==> config.mk <==
export PLATFORM = sky130hd
export DESIGN_NAME = udl_counter_ctrl
export DESIGN_NICKNAME = d
export VERILOG_FILES = /design/src/rtl/udl_counter_ctrl.sv
export SDC_FILE = /design/constraint.sdc
export NUM_CORES = 1
export LEC_CHECK = 0
export CAP_MARGIN = 20
export CORE_MARGIN = 2
export CORE_UTILIZATION = 50
export DETAILED_ROUTE_END_ITERATION = 8
export PLACE_DENSITY = 0.76
export SETUP_SLACK_MARGIN = 0.5
export SLEW_MARGIN = 20
export SYNTH_ARGS = -nofsm -noshare
export SYNTH_HDL_FRONTEND = slang
export SYNTH_SLANG_ARGS = --single-unit
==> constraint.sdc <==
create_clock -name clk -period 2.67 [get_ports clk]
set_input_delay 0.4005 -clock clk [delete_from_list [all_inputs] [get_ports clk]]
set_output_delay 0.4005 -clock clk [all_outputs]
set_load 0.05 [all_outputs]
==> src/rtl/udl_counter_ctrl.sv <==
// rtl/udl_counter_ctrl.sv - push-button front end for the up/down/load counter
//
// Synchronizes and debounces the up/down/load buttons, detects press edges,
// auto-repeats a held up or down button, arbitrates everything into at most
// one registered command per cycle, and captures the load value.
//
// Ports:
//   clk       in   rising-edge system clock
//   reset_n   in   asynchronous active-low reset
//   btn_up    in   raw up button (async, bouncy, active-high)
//   btn_down  in   raw down button (async, bouncy, active-high)
//   btn_load  in   raw load button (async, bouncy, active-high)
//   sw        in   raw load-value switches (async)
//   en        out  one-cycle command strobe
//   up        out  direction, 1 = increment; 0 unless en
//   load      out  load command; 0 unless en
//   D         out  load value, captured on load commands only

module udl_counter_ctrl #(
  parameter int BITS          = 4,
  parameter int DB_CYCLES     = 4,
  parameter int HOLD_CYCLES   = 16,
  parameter int REPEAT_CYCLES = 8
) (
  input  logic            clk,
  input  logic            reset_n,
  input  logic            btn_up,
  input  logic            btn_down,
  input  logic            btn_load,
  input  logic [BITS-1:0] sw,
  output logic            en,
  output logic            up,
  output logic            load,
  output logic [BITS-1:0] D
);

  localparam int DBW  = (DB_CYCLES > 2) ? $clog2(DB_CYCLES) : 1;
  localparam int TMAX = (HOLD_CYCLES > REPEAT_CYCLES) ? HOLD_CYCLES : REPEAT_CYCLES;
  localparam int TW   = (TMAX > 2) ? $clog2(TMAX) : 1;

  // Button index order in the vectors below: 0 = up, 1 = down, 2 = load.
  localparam int B_UP   = 0;
  localparam int B_DOWN = 1;
  localparam int B_LOAD = 2;

  typedef enum logic [1:0] {
    S_IDLE,
    S_HOLD,
    S_RPT
  } state_t;

  logic [2:0]      btn_s1, btn_s2;
  logic [BITS-1:0] sw_s1, sw_s2;
  logic [2:0]      db, db_q;
  logic [DBW-1:0]  db_cnt [3];

  state_t          state;
  logic [TW-1:0]   tmr;
  logic            dir;   // button owned by HOLD/RPT: 1 = up, 0 = down

  logic [2:0]      press;
  logic            held_btn, other_btn, abort, tmr_hit, rpt;
  logic            cmd_load, cmd_up, cmd_down;

  // Synchronizers and per-button debouncers.
  always_ff @(posedge clk or negedge reset_n) begin
    if (!reset_n) begin
      btn_s1 <= '0;
      btn_s2 <= '0;
      sw_s1  <= '0;
      sw_s2  <= '0;
      db     <= '0;
      db_q   <= '0;
      for (int i = 0; i < 3; i++) db_cnt[i] <= '0;
    end else begin
      btn_s1 <= {btn_load, btn_down, btn_up};
      btn_s2 <= btn_s1;
      sw_s1  <= sw;
      sw_s2  <= sw_s1;
      db_q   <= db;
      for (int i = 0; i < 3; i++) begin
        if (btn_s2[i] != db[i]) begin
          // The DB_CYCLES-th consecutive disagreeing sample flips the level.
          if (db_cnt[i] == DBW'(DB_CYCLES - 1)) begin
            db[i]     <= ~db[i];
            db_cnt[i] <= '0;
          end else begin
            db_cnt[i] <= db_cnt[i] + DBW'(1);
          end
        end else begin
          db_cnt[i] <= '0;
        end
      end
    end
  end

  always_comb begin
    press     = db & ~db_q;
    held_btn  = dir ? db[B_UP]   : db[B_DOWN];
    other_btn = dir ? db[B_DOWN] : db[B_UP];
    abort     = (state != S_IDLE) && (!held_btn || other_btn || db[B_LOAD]);
    tmr_hit   = ((state == S_HOLD) && (tmr == TW'(HOLD_CYCLES - 1))) ||
                ((state == S_RPT)  && (tmr == TW'(REPEAT_CYCLES - 1)));
    rpt       = (state != S_IDLE) && !abort && tmr_hit;
    // Fixed priority: load > up > down; losers are simply dropped.
    cmd_load  = press[B_LOAD];
    cmd_up    = !cmd_load && (press[B_UP] || (rpt && dir));
    cmd_down  = !cmd_load && !cmd_up && (press[B_DOWN] || (rpt && !dir));
  end

  // Auto-repeat FSM and registered command outputs.
  always_ff @(posedge clk or negedge reset_n) begin
    if (!reset_n) begin
      state <= S_IDLE;
      tmr   <= '0;
      dir   <= 1'b0;
      en    <= 1'b0;
      up    <= 1'b0;
      load  <= 1'b0;
      D     <= '0;
    end else begin
      en   <= cmd_load || cmd_up || cmd_down;
      up   <= cmd_up;
      load <= cmd_load;
      if (cmd_load) D <= sw_s2;

      case (state)
        S_IDLE: begin
          tmr <= '0;
          // Repeat only arms when a single direction is held and load is not.
          if (press[B_UP] && !db[B_DOWN] && !db[B_LOAD]) begin
            state <= S_HOLD;
            dir   <= 1'b1;
          end else if (press[B_DOWN] && !db[B_UP] && !db[B_LOAD]) begin
            state <= S_HOLD;
            dir   <= 1'b0;
          end
        end
        S_HOLD, S_RPT: begin
          if (abort) begin
            state <= S_IDLE;
            tmr   <= '0;
          end else if (tmr_hit) begin
            state <= S_RPT;
            tmr   <= '0;
          end else begin
            tmr <= tmr + TW'(1);
          end
        end
        default: begin
          state <= S_IDLE;
          tmr   <= '0;
        end
      endcase
    end
  end

endmodule
==> impl_metrics.toml, run 1 <==
[placed_design]
port_buffers = 15
gp_congestion = 0.770
hpwl_um = 1560
place_area_sq_mm = 0.00169

[cells_and_area]
design_area_sq_mm = 0.00179
mostFrequentLayoutCells = "dfrtp_1 (40), clkdlybuf4s50_1 (14), mux2_2 (8), ha_1 (8), nor2_1 (7)"
drive_gt1_frac = 0.159
diodes = 0
fill_cells = 234
layout_commonest_cell = "dfrtp_1"
nets = 142
final_util = 0.636
syn_to_final_growth_pct = 18.1

[outcome]
status = "complete, but fails checks"
violations = "DRC"

[power]
ir_drop_uv = 776
sequentialPowerShare = 0.443
powerDensity_mw_per_mm2 = 1140
switching_power_uw = 707
p_sw_frac = 0.346
p_leak_nw = 0.817
clockPowerShare = 0.212
share_comb_of_total_power = 0.345
power.internal_mw = 1.34
finalPower_mw = 2.04

[cts]
root_buffer = "clkbuf_4"
cts_sinks = 40
cts_resized = 0
path_clk_slew_ns = 0.11
htreeDepth = 2
cts_hold_buffers = 0
clock_tree.buffer_depth = 2
cts_tree = "yes"
insertion_delay_ns = 0.34
cts_buffers = 5
cts_setup_buffers = 0

[logic_synthesis]
yosysWarningCount = 0
synth_cell_types = 29
synth_nets = 121
synth_seq_cells = 40
syn_area_sq_mm = 0.00151
synthCells = 104
syn_avg_cell_area_sq_um = 14.5
seq_area_frac_synth = 0.662

[global_routing]
grt_max_degree = 41
grt_usage = 0.154
grt_pass1_vias = 908
grt_overflow = 0
antenna_found_initial = 0
grt_first_pass_wirelength_um = 3800

[die]
rows = 19
core-area_sq_mm = 0.00281
ios = 16
start_util = 0.539
die_area_sq_mm = 0.00348
fp.dieH_um = 59.0
die_w_um = 59.0

[worst_setup_path]
crit_arrival_ns = 1.51
cp-start-kind = "register"
cp.depth = 1
cp_cell_sequence = "clkdlybuf4s50_1"
cp_data_required_time_ns = 2.27
crit_fanout = 2
worstSetupPathType = "register to output pin"
ff2ff_path_depth = 5
critical-path-max-stage-delay_ns = 0.81
path_delay_family = "buffers and inverters"
path_buf_inv = 1
cp_slowest_cell = "clkdlybuf4s50_1"
cp-end-kind = "output pin"

[drt]
drt-wirelength-per-cell_um = 13.5
num_vias = 818
ant_nets = 0
drcViolationCount = 1
viasPerCell = 5.21
routed_wl_um = 2120
dr.pass1.iters = 5
drt_iter0_markers = 5

[timing]
setup_tns_ns = 0
clock_skew_ns = 0.00691
drv_slew = 0
max_slew_margin = 0.445
finalCritPeriodShare = 0.716
fin_crit_ns = 1.91
hold_violations = 0
fmax_ghz = 0.523
finalSetupViolations = 0
worstMarginPinSlew_ns = 0.833
rsz0062_at_grt = "no"

[job]
drv_cap = 0

[hold_path]
min_path_type = "input pin to async pin"
kinds of logic (layout without fill, tap and decap cells):
family,Yosys count,in the layout,share of synthesized area
adder cells (fa/ha/maj),8,8,0.0662
AO/OA/AOI/OAI,10,10,0.0513
flip-flops,40,40,0.662
buffers and inverters,5,27,0.0132
AND/OR/NAND/NOR,27,27,0.112
XOR/XNOR,5,5,0.0290
multiplexers,9,9,0.0662
registers in the layout, summed over array words and instances, names as in the netlist:
signal  count
db_cnt      6
D           4
sw_s1       4
sw_s2       4
tmr         4
btn_s1      3
btn_s2      3
db          3
db_q        3
state       2
dir         1
en          1
load        1
up          1
path summary, 6_finish.rpt:
| path | from | slack (ns) | to |
|---|---|---|---|
| setup / recovery | D[0]$_DFFE_PN0P_ | 0.76 | D[0] |
| hold / removal | reset_n | 0.15 | tmr[3]$_DFF_PN0_ |
| setup reg to reg | state[1]$_DFFE_PN0P_ | 1.10 | state[0]$_DFFE_PN0P_ |
| hold reg to reg | btn_s1[2]$_DFF_PN0_ | 0.36 | btn_s2[2]$_DFF_PN0_ |
| max in group asynchronous | reset_n | 2.00 | db_q[0]$_DFF_PN0_ |
| min in group clk | btn_s1[2]$_DFF_PN0_ | 0.36 | btn_s2[2]$_DFF_PN0_ |
layer usage:
layer | part of all wire | track usage | wire [um] | vias up
met4 | 0.024 | 0.107 | 50 | 0
met2 | 0.51 | 0.262 | 1090 | 14
li1 | - | - | - | 397
met3 | 0.046 | 0.0459 | 97 | 7
met5 | 0 | 0 | 0 | -
met1 | 0.42 | 0.161 | 880 | 400
power groups by stage:
stage / logic [mW] / registers (mW) / clock network [mW]
CTS: 0.719 / 0.910 / 0.442
finish: 0.705 / 0.905 / 0.433
floorplan: 0.334 / 1.08 / 0
global route: 0.773 / 0.932 / 0.464
global placement: 0.687 / 0.905 / 0
detailed placement: 0.714 / 0.922 / 0
per-stage QoR:
stage,setup WS (ns),cells,hold slack (ns)
after floorplan,1.27,104,0.105
after global placement,1.15,149,0.332
after global routing,0.690,157,0.199
after detailed placement,1.12,149,0.336
after CTS,0.737,157,0.172
final,0.758,157,0.146
Yosys cell counts, drive strengths merged:
master / count / area [sq um]
nand3b: 1 / 7.51
xor2: 1 / 8.76
o31ai: 1 / 12.5
a21o: 1 / 7.51
o2bb2ai: 1 / 8.76
or2: 1 / 8.76
nor4b: 2 / 32.5
o2111a: 1 / 11.3
or2b: 1 / 7.51
nor3: 4 / 20.0
a22o: 1 / 8.76
and2: 1 / 6.26
xnor2: 4 / 35.0
and4bb: 1 / 12.5
nand3: 1 / 5.00
nand2: 3 / 11.3
a22oi: 1 / 7.51
mux2: 8 / 90.1
buf: 1 / 5.00
dfrtp: 40 / 1000
mux2i: 1 / 10.0
inv: 4 / 15.0
o21ai: 3 / 15.0
o22ai: 1 / 6.26
nor2: 7 / 26.3
nor2b: 5 / 31.3
ha: 8 / 100
final cells by class:
type	count	area [sq um]	area share
well taps	31	38.8	0.0217
flip-flops and latches	40	1000	0.561
clock buffers	7	65.1	0.0364
inverters	4	15.0	0.00841
repair buffers	15	145	0.0813
multi-input cells	59	490	0.275
clock inverters	1	30.0	0.0168
No activity file was read; power rests on OpenSTA's default activity.
==> inputs of run 2 (changes only) <==
clock period = 1.85 ns   (was 2.67 ns; I/O delays follow)
==> impl_metrics.toml, run 2 (same netlist as run 1, synthesis figures left out) <==
[timing]
setup_tns_ns = 0
fmax_ghz = 0.679
max_slew_margin = 0.673
drv_slew = 0
finalCritPeriodShare = 0.796
finalSetupViolations = 0
worstMarginPinSlew_ns = 0.490
clock_skew_ns = 0.00636
hold_violations = 0
holdWs_ns = 0.360
fin_crit_ns = 1.47
rsz0062_at_grt = "yes"

[power]
finalPower_mw = 3.09
power.internal_mw = 1.93
p_sw_frac = 0.376
ir_drop_uv = 949
switching_power_mw = 1.16
clockPowerShare = 0.182
powerDensity_mw_per_mm2 = 1630
sequentialPowerShare = 0.431
share_comb_of_total_power = 0.388
p_leak_nw = 0.869

[outcome]
status = "complete, but fails checks"
violations = "DRC"

[placed_design]
gp_congestion = 0.730
hpwl_um = 1620
port_buffers = 15
dp.cells = 150

[cells_and_area]
drive_gt1_frac = 0.401
final_util = 0.678
nets = 153
fin_cells = 168
mostFrequentLayoutCells = "dfrtp_1 (36), buf_4 (10), mux2_2 (8)"
multiInputGateArea_sq_um = 568
layout_commonest_cell = "dfrtp_1"
largest_register_ffs = 6
syn_to_final_growth_pct = 25.9
diodes = 0
ff_latch_area_sq_mm = 0.00101
top_register = "db_cnt"
fill_cells = 187

[die]
fp.dieH_um = 59.0
start_util = 0.539
die_area_sq_mm = 0.00348
rows = 19
ios = 16
core-area_sq_mm = 0.00281
die_w_um = 59.0

[drt]
ant_nets = 0
dr.pass1.iters = 6
routed_wl_um = 2620
drt_iter0_markers = 16
viasPerCell = 5.33
num_vias = 895
drcViolationCount = 2
drt-wirelength-per-cell_um = 15.6

[worst_setup_path]
cp_cell_sequence = "nor4b_4 -> o31ai_4 -> or2_4 -> a22oi_2"
worstSetupPathType = "register to register"
cp-end-kind = "register"
path_delay_family = "simple AND/OR/NAND/NOR gates"
cp-start-kind = "register"
path_buf_inv = 0
critical-path-max-stage-delay_ns = 0.46
crit_arrival_ns = 1.75
crit_fanout = 5
cp_data_required_time_ns = 2.13
cp_slowest_cell = "dfrtp_1"

[global_routing]
grt_overflow = 0
grt_max_degree = 41
grt_usage = 0.171
grt_first_pass_wirelength_um = 4260
antenna_found_initial = 0
grt_pass1_vias = 930

[cts]
clock_tree.buffer_depth = 2
insertion_delay_ns = 0.35
path_clk_slew_ns = 0.12
cts_sinks = 40
htreeDepth = 2
cts_buffers = 5
root_buffer = "clkbuf_4"
cts_tree = "yes"

[hold_path]
min_path_type = "register to register"

[job]
drv_cap = 0
==> run 2: cell types whose count changed in the layout (fill, tap and decap cells not counted), moves of 2 or more <==
cell,before,now
buf_4,0,10
ha_4,0,2
clkdlybuf4s50_1,14,7
nor2_2,0,4
buf_2,1,7
clkbuf_8,2,0
dfrtp_1,40,36
dfrtp_2,0,4
inv_2,0,2
inv_1,4,2
nor2_1,7,3
ha_1,8,5
==> run 2: through the flow <==
| stage | area (sq um) | setup slack (ns) |
|---|---|---|
| 6_report | 1900 | 0.378 |
| 3_3_place_gp | 1710 | 0.411 |
| 2_1_floorplan | 1520 | 0.503 |
| 5_1_grt | 1900 | 0.322 |
| 4_1_cts | 1860 | 0.337 |
| 3_5_place_dp | 1710 | 0.362 |
==> run 2: area by class of cell <==
| type | instances | share of cell area |
|---|---|---|
| timing repair buffer | 26 | 0.103 |
| inverter | 4 | 0.00789 |
| multi-input combinational | 59 | 0.298 |
| clock buffer | 5 | 0.0197 |
| sequential | 40 | 0.529 |
| tap | 31 | 0.0204 |
| clock inverter | 3 | 0.0224 |
==> run 2: power groups by stage <==
stage	logic [mW]	clock network, mW	registers [mW]
finish	1.20	0.562	1.33
global placement	1.02	0	1.32
CTS	1.13	0.576	1.33
detailed placement	1.05	0	1.34
floorplan	0.502	0	1.57
global route	1.30	0.616	1.36
==> run 2: worst register-to-register path: cells and delay by family, from the launching register on <==
| family | cells | cell delay, ns |
|---|---|---|
| simple gates | 2 | 0.69 |
| compound gates | 2 | 0.26 |
| flops | 1 | 0.46 |
==> run 2: repair_timing <==
action | 4_1_cts | 5_1_grt
hold buffers | 1 | 0
setup endpoints to repair | 19 | 14
setup buffers | 6 | 3
endpoints found under the hold margin | 40 | 0
cloned | 0 | 0
pin swaps | 5 | 5
resized for setup | 43 | 10
==> run 2: final timing paths <==
path / start / end / slack [ns] / depth (start not counted)
worst max-delay path: dir$_DFFE_PN0P_ / state[0]$_DFFE_PN0P_ / 0.38 / 4
worst min-delay path: sw_s1[3]$_DFF_PN0_ / sw_s2[3]$_DFF_PN0_ / 0.36 / 0
worst max register to register: dir$_DFFE_PN0P_ / state[0]$_DFFE_PN0P_ / 0.38 / 4
worst min register to register: sw_s1[3]$_DFF_PN0_ / sw_s2[3]$_DFF_PN0_ / 0.36 / 0
max in group asynchronous: reset_n / db[0]$_DFFE_PN0P_ / 0.98 / 3
min in group asynchronous: reset_n / tmr[3]$_DFF_PN0_ / 0.50 / 3
==> run 2: per-layer routing <==
metal  routed length, um  vias to the layer above  global-route usage
met4                  53                        0              0.0649
met2                1360                       19               0.278
met5                   0                        -                   0
met1                1080                      451               0.204
met3                 128                        8              0.0699
li1                    -                      417                   -
==> inputs of run 3 (changes only) <==
clock period = 1.45 ns   (was 1.85 ns; I/O delays follow)
==> impl_metrics.toml, run 3 (same netlist as run 1, synthesis figures left out) <==
[global_routing]
antenna_found_initial = 0
grt_pass1_vias = 1021
grt_overflow = 0
grt_usage = 0.183
grt_first_pass_wirelength_um = 4550
grt_max_degree = 22

[placed_design]
gp_congestion = 0.813
pre_cts_ws_ns = -0.0361
dp.cells = 152
port_buffers = 15
hpwl_um = 1620

[cts]
cts_tree = "yes"
root_buffer = "clkbuf_4"
cts_buffers = 5
cts_sinks = 40
path_clk_slew_ns = 0.12
htreeDepth = 2
clock_tree.buffer_depth = 2
insertion_delay_ns = 0.34

[cells_and_area]
nets = 170
drive_gt1_frac = 0.519
diodes = 0
layout_commonest_cell = "dfrtp_1"
mostFrequentLayoutCells = "dfrtp_1 (36), buf_4 (15), buf_6 (14)"
final_util = 0.812
top_register = "db_cnt"
fin_cells = 185
fill_cells = 152
largest_register_ffs = 6
syn_to_final_growth_pct = 50.7

[timing]
worstMarginPinSlew_ns = 0.464
drv_slew = 0
rsz0062_at_grt = "yes"
finalSetupViolations = 2
clock_skew_ns = 0.00905
fin_crit_ns = 1.48
finalCritPeriodShare = 1.02
max_slew_margin = 0.691
holdWs_ns = 0.299
layout_setup_ws_ns = -0.0313
fmax_ghz = 0.675
hold_violations = 0

[die]
ios = 16
die_w_um = 59.0
start_util = 0.539
die_area_sq_mm = 0.00348
rows = 19
core-area_sq_mm = 0.00281
fp.dieH_um = 59.0

[power]
finalPower_mw = 4.83
ir_drop_uv = 1470
p_leak_nw = 1.05
powerDensity_mw_per_mm2 = 2120

[worst_setup_path]
startpoint = "db[2]$_DFFE_PN0P_"
cp_slowest_cell = "dfrtp_2"
crit_fanout = 5
cp.depth = 4
ff2ff_path_depth = 4
cp-start-kind = "register"
worstSetupPathType = "register to register"
crit-reg2reg-launch = "db[2]$_DFFE_PN0P_"
path_buf_inv = 0
r2r_slack_ns = -0.03
cp_data_required_time_ns = 1.71
critical-path-max-stage-delay_ns = 0.49
cp-end-kind = "register"
crit_arrival_ns = 1.74
path_delay_family = "simple AND/OR/NAND/NOR gates"
cp_cell_sequence = "and4bb_2 -> o31ai_4 -> or2_4 -> a22oi_2"

[job]
drv_cap = 0

[drt]
num_vias = 991
drcViolationCount = 2
viasPerCell = 5.36
dr.pass1.iters = 6
ant_nets = 0
drt_iter0_markers = 35
drt-wirelength-per-cell_um = 17.2
routed_wl_um = 3170

[outcome]
violations = "DRC, setup timing"
status = "complete, but fails checks"

[hold_path]
holdCritStartpoint = "sw[0]"
min_path_type = "input pin to register"
min_path_cells = 1
==> run 3: what timing repair did <==
item | CTS | global route
setup endpoints to repair | 25 | 30
gates resized for setup | 18 | 34
pin swaps | 8 | 10
buffers inserted | 17 | 7
endpoints found under the hold margin | 19 | 0
hold buffers | 1 | 0
==> run 3: path summary, 6_finish.rpt <==
kind	endpoint
setup / recovery	state[0]$_DFFE_PN0P_
setup reg to reg	state[0]$_DFFE_PN0P_
max in group asynchronous	db[2]$_DFFE_PN0P_
min in group asynchronous	sw_s2[1]$_DFF_PN0_
hold / removal	sw_s1[0]$_DFF_PN0_
hold reg to reg	sw_s2[2]$_DFF_PN0_
==> run 3: worst reg2reg max path, cell delays in order, from the launching register on <==
cell and delay, ns:
dfrtp_2 0.49, and4bb_2 0.38, o31ai_4 0.10, or2_4 0.28, a22oi_2 0.16
==> run 3: where the power goes <==
group / internal [mW] / switching (mW)
clock: 0.231 / 0.355
sequential: 1.45 / 0.324
combinational: 1.40 / 1.07
total: 3.08 / 1.75
==> run 3: layout make-up <==
cell class	count	area, sq um	area share
Timing Repair Buffer	43	455	0.200
Clock buffer	6	51.3	0.0225
Multi-Input combinational cell	59	701	0.308
Clock inverter	2	10.0	0.00440
Sequential cell	40	1010	0.442
Tap cell	31	38.8	0.0170
Inverter	4	15.0	0.00659
==> run 3: routing by layer <==
| metal | part of all wire | GRT usage | wire length, um | vias to the layer above |
|---|---|---|---|---|
| met1 | 0.39 | 0.214 | 1230 | 505 |
| met3 | 0.033 | 0.0721 | 104 | 7 |
| li1 | - | - | - | 457 |
| met4 | 0.017 | 0.0487 | 53 | 0 |
| met2 | 0.56 | 0.313 | 1790 | 22 |
| met5 | 0 | 0 | 0 | - |
==> run 3: through the flow <==
step / cell area (sq um) / setup TNS (ns)
floorplan: 1540 / 0
global placement: 1790 / 0
detailed placement: 1790 / -0.0392
CTS: 2040 / 0
global route: 2280 / -0.276
finish: 2280 / -0.0363
